<file path="src/rtl/matrix_mult_if.sv">
// Operand/result bundle between the serial data loader and the matrix multiplier.
// The loader drives both packed operands, dimensions and the start level; the multiplier returns the result.
interface matrix_mult_if;
    logic [63:0] matrix_1;
    logic [63:0] matrix_2;
    logic [3:0]  R1;
    logic [3:0]  C1;
    logic [3:0]  R2;
    logic [3:0]  C2;
    logic        readybit;
    logic [63:0] res_mat;

    modport master (
        output matrix_1, matrix_2, R1, C1, R2, C2, readybit,
        input  res_mat
    );

    modport slave (
        input  matrix_1, matrix_2, R1, C1, R2, C2, readybit,
        output res_mat
    );
endinterface

</file>
<file path="src/rtl/matrix_mult.sv">
// Sequential unsigned multiplier for up to 2x2 matrices of 16-bit elements, one output element per cycle.
// Result registered R1*C2 cycles after the readybit rising edge is latched; no backpressure, readybit is a level start request.
module matrix_mult #(
    parameter int MAX_DIM = 2,
    parameter int EW      = 16
) (
    input  logic          CLK,
    input  logic          RST,
    matrix_mult_if.slave  mm
);
    localparam int SLOTS = MAX_DIM * MAX_DIM;
    localparam int WW    = SLOTS * EW;
    localparam logic [3:0] MAXD = 4'(MAX_DIM);

    typedef enum logic [1:0] {IDLE, CALC, DONE} state_t;

    state_t state;
    state_t state_nxt;

    logic            rdy_prev;
    logic            rise;
    logic            dims_ok;

    logic [WW-1:0]   a_q;
    logic [WW-1:0]   b_q;
    // Only valid dims (1..2) ever reach CALC, so two bits per dim suffice; R2 equals C1 there.
    logic [1:0]      r1_q;
    logic [1:0]      c1_q;
    logic [1:0]      c2_q;
    logic [1:0]      idx_q;
    logic [EW-1:0]   elem_buf [SLOTS];
    logic [WW-1:0]   res_q;

    logic [EW-1:0]   a_el [SLOTS];
    logic [EW-1:0]   b_el [SLOTS];
    logic [1:0]      row;
    logic [1:0]      col;
    logic [1:0]      kk;
    logic [1:0]      a_idx;
    logic [1:0]      b_idx;
    logic [EW-1:0]   prod;
    logic [EW-1:0]   dot;
    logic            last;
    logic [WW-1:0]   res_next;

    assign rise = mm.readybit & ~rdy_prev;

    assign dims_ok = (mm.R1 != 4'd0) && (mm.R1 <= MAXD) &&
                     (mm.C1 != 4'd0) && (mm.C1 <= MAXD) &&
                     (mm.R2 != 4'd0) && (mm.R2 <= MAXD) &&
                     (mm.C2 != 4'd0) && (mm.C2 <= MAXD) &&
                     (mm.C1 == mm.R2);

    assign last = (idx_q == r1_q * c2_q - 2'd1);

    always_ff @(posedge CLK) begin
        if (RST) begin
            state <= IDLE;
        end else begin
            state <= state_nxt;
        end
    end

    always_comb begin
        state_nxt = state;
        case (state)
            IDLE: begin
                if (rise) begin
                    state_nxt = dims_ok ? CALC : DONE;
                end
            end
            CALC: begin
                if (last) begin
                    state_nxt = DONE;
                end
            end
            DONE: begin
                if (!mm.readybit) begin
                    state_nxt = IDLE;
                end
            end
            default: state_nxt = IDLE;
        endcase
    end

    always_comb begin
        for (int s = 0; s < SLOTS; s++) begin
            a_el[s] = a_q[WW-1-EW*s -: EW];
            b_el[s] = b_q[WW-1-EW*s -: EW];
        end
    end

    // Row-major element index -> (row, col) without a divider: C2 is 1 or 2.
    always_comb begin
        if (c2_q == 2'd1) begin
            row = idx_q;
            col = 2'd0;
        end else begin
            row = {1'b0, idx_q[1]};
            col = {1'b0, idx_q[0]};
        end
    end

    // Full dot product for the current element; truncation to EW bits gives the mod-2^16 wrap.
    always_comb begin
        dot   = '0;
        kk    = 2'd0;
        a_idx = 2'd0;
        b_idx = 2'd0;
        prod  = '0;
        for (int k = 0; k < MAX_DIM; k++) begin
            kk    = 2'(k);
            a_idx = row * c1_q + kk;
            b_idx = kk * c2_q + col;
            prod  = a_el[a_idx] * b_el[b_idx];
            if (kk < c1_q) begin
                dot = dot + prod;
            end
        end
    end

    // Buffer snapshot with the element being finished this cycle folded in; untouched slots stay 0.
    always_comb begin
        res_next = '0;
        for (int s = 0; s < SLOTS; s++) begin
            res_next[WW-1-EW*s -: EW] = (2'(s) == idx_q) ? dot : elem_buf[s];
        end
    end

    always_ff @(posedge CLK) begin
        if (RST) begin
            rdy_prev <= 1'b0;
            a_q      <= '0;
            b_q      <= '0;
            r1_q     <= 2'd0;
            c1_q     <= 2'd0;
            c2_q     <= 2'd0;
            idx_q    <= 2'd0;
            res_q    <= '0;
            for (int s = 0; s < SLOTS; s++) begin
                elem_buf[s] <= '0;
            end
        end else begin
            rdy_prev <= mm.readybit;
            case (state)
                IDLE: begin
                    if (rise) begin
                        a_q   <= mm.matrix_1;
                        b_q   <= mm.matrix_2;
                        r1_q  <= mm.R1[1:0];
                        c1_q  <= mm.C1[1:0];
                        c2_q  <= mm.C2[1:0];
                        idx_q <= 2'd0;
                        for (int s = 0; s < SLOTS; s++) begin
                            elem_buf[s] <= '0;
                        end
                        if (!dims_ok) begin
                            res_q <= '0;
                        end
                    end
                end
                CALC: begin
                    elem_buf[idx_q] <= dot;
                    idx_q           <= idx_q + 2'd1;
                    if (last) begin
                        res_q <= res_next;
                    end
                end
                default: ;
            endcase
        end
    end

    assign mm.res_mat = res_q;
endmodule

</file>
<file path="src/flat_wrapper.sv">
// flat-port wrapper written by rule: the top's interface ports become plain ports
module matrix_mult_flat 
#(
    parameter int MAX_DIM = 2,
    parameter int EW      = 16
)
  (CLK, RST, mm_matrix_1, mm_matrix_2, mm_R1, mm_C1, mm_R2, mm_C2, mm_readybit, mm_res_mat);
  matrix_mult_if mm_i ();
  input  logic CLK;
  input  logic RST;
  input wire logic [$bits(mm_i.matrix_1)-1:0] mm_matrix_1;
  input wire logic [$bits(mm_i.matrix_2)-1:0] mm_matrix_2;
  input wire logic [$bits(mm_i.R1)-1:0] mm_R1;
  input wire logic [$bits(mm_i.C1)-1:0] mm_C1;
  input wire logic [$bits(mm_i.R2)-1:0] mm_R2;
  input wire logic [$bits(mm_i.C2)-1:0] mm_C2;
  input wire logic [$bits(mm_i.readybit)-1:0] mm_readybit;
  output wire logic [$bits(mm_i.res_mat)-1:0] mm_res_mat;
  assign mm_i.matrix_1 = mm_matrix_1;
  assign mm_i.matrix_2 = mm_matrix_2;
  assign mm_i.R1 = mm_R1;
  assign mm_i.C1 = mm_C1;
  assign mm_i.R2 = mm_R2;
  assign mm_i.C2 = mm_C2;
  assign mm_i.readybit = mm_readybit;
  assign mm_res_mat = mm_i.res_mat;
  matrix_mult #(.MAX_DIM(MAX_DIM), .EW(EW)) u_core (.CLK(CLK), .RST(RST), .mm(mm_i));
endmodule
</file>
<file path="config.mk">
export PLATFORM = sky130hd
export DESIGN_NAME = matrix_mult_flat
export DESIGN_NICKNAME = d
export VERILOG_FILES = /design/src/rtl/matrix_mult_if.sv /design/src/rtl/matrix_mult.sv /design/src/flat_wrapper.sv
export SDC_FILE = /design/constraint.sdc
export NUM_CORES = 1
export LEC_CHECK = 0
export BUFFER_PORTS_ARGS = -buffer_cell sky130_fd_sc_hd__buf_2
export CORE_MARGIN = 8
export CORE_UTILIZATION = 61
export DETAILED_ROUTE_END_ITERATION = 10
export PLACE_DENSITY_LB_ADDON = 0.1
export SYNTH_ARGS = -nofsm -noshare
export SYNTH_HDL_FRONTEND = slang
export SYNTH_SLANG_ARGS = --single-unit
</file>
<file path="constraint.sdc">
create_clock -name CLK -period 14.3 [get_ports CLK]
set_clock_uncertainty 0.1 [all_clocks]
set_input_delay 0.715 -clock CLK [delete_from_list [all_inputs] [get_ports CLK]]
set_output_delay 0.715 -clock CLK [all_outputs]
set_load 0.1 [all_outputs]
</file>
# Word-level counts from Yosys, hierarchy flattened
# Memory sizes are Yosys's and may differ from the RTL's.
# Index checks and enable logic that the tools add are counted.
totals:
  register_bits: 203
  ramBits: 64
  in_bits: 147
  out_inout_bits: 64
  word_cells: 118
  memories: 1
classes:
  n_addsub: 5
  mul: 4
  n_lt_le_gt_ge: 10
  eq_ne: 12
  mux: 47
  bitwise: 10
  reduce_logical: 20
memory_table:
  columns: ["memory", "words", "width", "read_ports", "rd_clocked_by_memory_dff", "write_ports", "line_no", "text"]
  rows:
  - ["u_core.elem_buf", 4, 16, 4, 0, 4, "matrix_mult.sv:31", "logic [EW-1:0] elem_buf [SLOTS];"]
ops:
  columns: ["op", "count"]
  rows:
  - ["$mux 16", 19]
  - ["$mux 64", 3]
  - ["$bmux 16 s2", 4]
  - ["$pmux 64 s2", 1]
  - ["$mul 16x16->16", 2]
  - ["$add 16x16->16", 1]
  - ["$le 4x2->1 const B", 4]
  - ["$reduce_bool 4->1", 4]
  - ["$reduce_or 16->1", 1]
  - ["$mux 2", 7]
  - ["$ge 3x3->1 const B", 4]
  - ["$mux 1", 11]
  - ["$not 2->3", 3]
  - ["$logic_and 1x1->1", 8]
  - ["$pmux 2 s3", 1]
  - ["$add 2x1->2 const B", 2]
  - ["$eq 2x1->1 const B", 2]
  - ["$eq 2x2->1 const A", 2]
  - ["$eq 4x4->1", 1]
  - ["$logic_not 2->1", 2]
  - ["$lt 1x2->1 const A", 2]
  - ["$mul 2x2->2", 2]
  - ["$ne 2x1->1 const B", 2]
  - ["$ne 2x2->1 const B", 2]
  - ["14 further kinds", 18]

# Logic depth before layout (Yosys ltp)
logic_depth:
  depth_word: 14
  ltp_mapped: 44

# Least setup slack after synthesis
# No wires, ideal clock.
synth_path:
  path_kind: "reg-to-reg"
  start: "register u_core.c2_q[0]"
  end: "memory u_core.elem_buf[0][15], data pin"
  setup_time_ns: 0.260
  arrival_time_ns: 9.600
  setup_slack_ns: 4.340
  stages_incl_launch_ff: 41
  n_path_buf: 4
  period_less_slack_ns: 9.960
  path_cell_list: "dfxtp_1 > buf_4 > or3b_1 > o2111a_2 > nor2_4 > buf_6 > buf_12 > mux2_2 > clkbuf_1 > nor2_1 > fa_1 > fa_1 > ha_1 > fa_1 > inv_1 > fa_1 > fa_1 > inv_1 > (+5 left out) > a21oi_1 > o21ai_0 > xor2_1 > nand2_1 > fa_1 > fa_1 > fa_1 > fa_1 > xnor2_1 > xnor2_1 > xnor2_1 > xnor2_1 > xnor2_1 > xnor2_1 > xnor3_1 > xnor3_2 > mux2i_2 > nor2_1"
synth_rtl:
  columns: ["item", "line_no", "text"]
  rows:
  - ["from (decl)", "matrix_mult.sv:29", "logic [1:0] c2_q;"]
  - ["from (signal assigned)", "matrix_mult.sv:152", "c2_q <= mm.C2[1:0];"]
  - ["to (decl)", "matrix_mult.sv:31", null]

==> impl_metrics.yaml <==
run_status:
  status: "finished clean"
cells_and_area:
  syn_to_final_growth_pct: 11.0
  seq_area_um2: 5990
  multi_input_area_um2: 12600
  finalNonFillerCells: 2926
  fillers: 2723
  final_cell_mix: "nand2_1, nor2_1, inv_1, a21oi_1, buf_2"
  nNetsFinal: 2888
  diodes: 0
  post_route_cells_drive_above_1_share_pct: 14.4
  final_common_cell: "nand2_1"
detailed_routing:
  first_iter_violations: 1434
  remaining_drc_errors: 0
  vias: 16800
  routed-wl-met3_mm: 5.08
  wl_met2_mm: 26.1
  via_per_inst: 5.73
  wl_per_cell_um: 20.1
  drt_pass1_iterations: 5
  routed_wl_mm: 58.8
  met1Wirelength_mm: 25.4
  highest_layer: "met5"
  postRouteAntennaNets: 0
cts:
  cts_resized: 0
  hold_buffers: 0
  h-tree-depth: 1
  clock_path_buffers: 3
  clock_sinks: 267
  post_cts_buffers: 0
  cts_inserted_buffers: 29
  cts_tree: "yes"
  clkSlewWorstSetupHoldPaths_ns: 0.06
  clk_latency_ns: 0.58
  cts-root-buf: "clkbuf_16"
yosys:
  synth_edf_count: 64
  yosysWarnings: 0
  yosysSeqAreaShare_pct: 29.8
  synthFlopType: "dfxtp_1"
  synth_cell_types: 75
  avgSynthCellArea_um2: 8.67
  syn_inst: 2320
  synth_fp_nets: 2747
  syn_area_um2: 20100
  ys_ff_latch: 267
  async_reset_ff_share_pct: 0
run:
  max_cap_viol_count: 0
die:
  die_y_um: 198
  coreArea_um2: 32500
  io_pins: 211
  fp.dieW_um: 198
  start_util_pct: 61.8
  dieArea_um2: 39000
  rows: 66
timing:
  hold_violations: 0
  setup-violations-final: 0
  period_share_pct: 82.4
  drv_slew: 0
  post-route-min-period_ns: 11.79
  worstMarginPinSlew_ns: 1.19
  fmax_ghz: 0.0848
  rsz0062_at_grt: "no"
  tns_ns: 0
  slew_headroom_pct: 20.4
hold_path:
  worstHoldStart: "mm_matrix_1[8]"
  min_path_type: "in2reg"
  holdPathStages: 3
  holdPathEnd: "u_core.a_el[8]"
placed_design:
  placedCellCount: 2872
  gp_congestion: 0.902
  hpwlAfterDp_mm: 45.0
  numPortBuffers: 210
global_route:
  grt_overflow: 0
  antenna_found_initial: 1
  grtUsageTotal_pct: 30.2
  grt_pass1_wl_mm: 93.0
  grt_pass1_vias: 17300
  grt_max_degree: 116
worst_setup_path:
  start_kind: "flop"
  max_stage_delay_ns: 0.88
  ff2ff_setup_slack_ns: 2.51
  cpMostUsedCell: "fa_1"
  worstPathArrival_ns: 11.99
  reg2reg_to: "u_core.elem_buf[0][15]"
  r2r-start: "u_core.c2_q[1]"
  endpoint_kind: "flop"
  critPathKind: "reg2reg"
  crit_slowest_cell: "a21boi_4"
  cp.required_ns: 14.50
  cp_max_fo: 31
  reg2reg_depth: 38
pwr:
  power_density_nw_per_um2: 83.8
  ir_drop_uv: 101
  leakage_nw: 9.93
  finalPower_mw: 1.87
[per-stage QoR]
stage / cell area [um^2] / worst slack (ns) / utilization, % / hold WS (ns)
5_1_grt: 22300 / 2.05 / 68.6 / 0.278
4_1_cts: 22300 / 2.50 / 68.6 / 0.250
3_5_place_dp: 21400 / 2.55 / 65.8 / 0.348
6_report: 22300 / 2.51 / 68.6 / 0.266
2_1_floorplan: 20100 / 4.34 / - / 0.333
3_3_place_gp: 21400 / 2.87 / 65.8 / 0.337
[layer usage]
| metal | vias to the layer above | track usage (%) |
|---|---|---|
| li1 | 7741 | - |
| met2 | 716 | 46.9 |
| met1 | 8196 | 41.9 |
| met5 | - | 0 |
| met4 | 2 | 10.5 |
| met3 | 119 | 5.74 |
[report_power, final]
part	switching, mW	internal (mW)	leakage, nW	total, mW
clock	0.318	0.420	0.457	0.738
sequential	0.0243	0.806	2.34	0.830
combinational	0.195	0.107	7.13	0.303
[critical path: cells and delay by family, from the launching register on]
| family | cells | cell delay [ns] |
|---|---|---|
| buffers and inverters | 4 | 0.54 |
| xor gates and xnor gates | 9 | 2.08 |
| AOI/OAI and AO/OA | 7 | 2.05 |
| muxes | 3 | 0.81 |
| DFF | 1 | 0.57 |
| and+or+nand+nor | 4 | 0.67 |
| adders and majority gates | 11 | 4.68 |
[flip-flops by register name (all words and copies together), names as in the netlist]
signal	flops
u_core.a_el	64
u_core.b_el	64
u_core.c1_q	2
u_core.c2_q	2
u_core.elem_buf	64
u_core.idx_q	2
u_core.mm.res_mat	64
u_core.r1_q	2
u_core.rdy_prev	1
u_core.state	2
[area by class of cell]
| class | instances | share of cell area [%] |
|---|---|---|
| Multi-Input combinational cell | 1653 | 56.3 |
| Sequential cell | 267 | 26.8 |
| Timing Repair Buffer | 236 | 5.61 |
| Inverter | 274 | 4.61 |
| Clock buffer | 37 | 3.47 |
| Tap cell | 442 | 2.48 |
| Clock inverter | 17 | 0.678 |
[synth_stat cells, types with 20 or more instances]
master	number	area share (%)
dfxtp_1	203	20
a21oi_1	212	5.3
mux4_2	20	2.2
ha_1	106	6.6
nand2_1	426	8.0
mux2i_1	64	3.2
xnor2_1	56	2.4
edfxtp_1	64	9.6
nand2b_1	22	0.68
a22oi_1	41	1.5
and2_1	35	1.1
nor2_1	280	5.2
clkbuf_1	105	2.0
inv_1	273	5.1
o21ai_0	28	0.70
fa_1	174	17
[logic make-up after synthesis]
family,Yosys count,synth area share (%)
mux,107,6.78
compound gates,349,10.2
buf+inv,400,7.91
flops,267,29.8
simple gates,839,17.4
fa+ha+maj,280,23.9
xor+xnor,78,3.94
[worst max path at each step]
stage / startpoint / endpoint / slack (ns) / cells past startpoint
after global placement: u_core.c2_q[1] / u_core.elem_buf[0][15] / 2.87 / 38
after CTS: u_core.c2_q[1] / u_core.elem_buf[0][15] / 2.50 / 38
final: u_core.c2_q[1] / u_core.elem_buf[0][15] / 2.51 / 38
after detailed placement: u_core.c2_q[1] / u_core.elem_buf[0][15] / 2.55 / 38
after floorplan: u_core.c2_q[0] / u_core.elem_buf[0][15] / 4.34 / 40
after global routing: u_core.c2_q[1] / u_core.elem_buf[2][15] / 2.05 / 37
No activity file was read; power rests on OpenSTA's default activity.
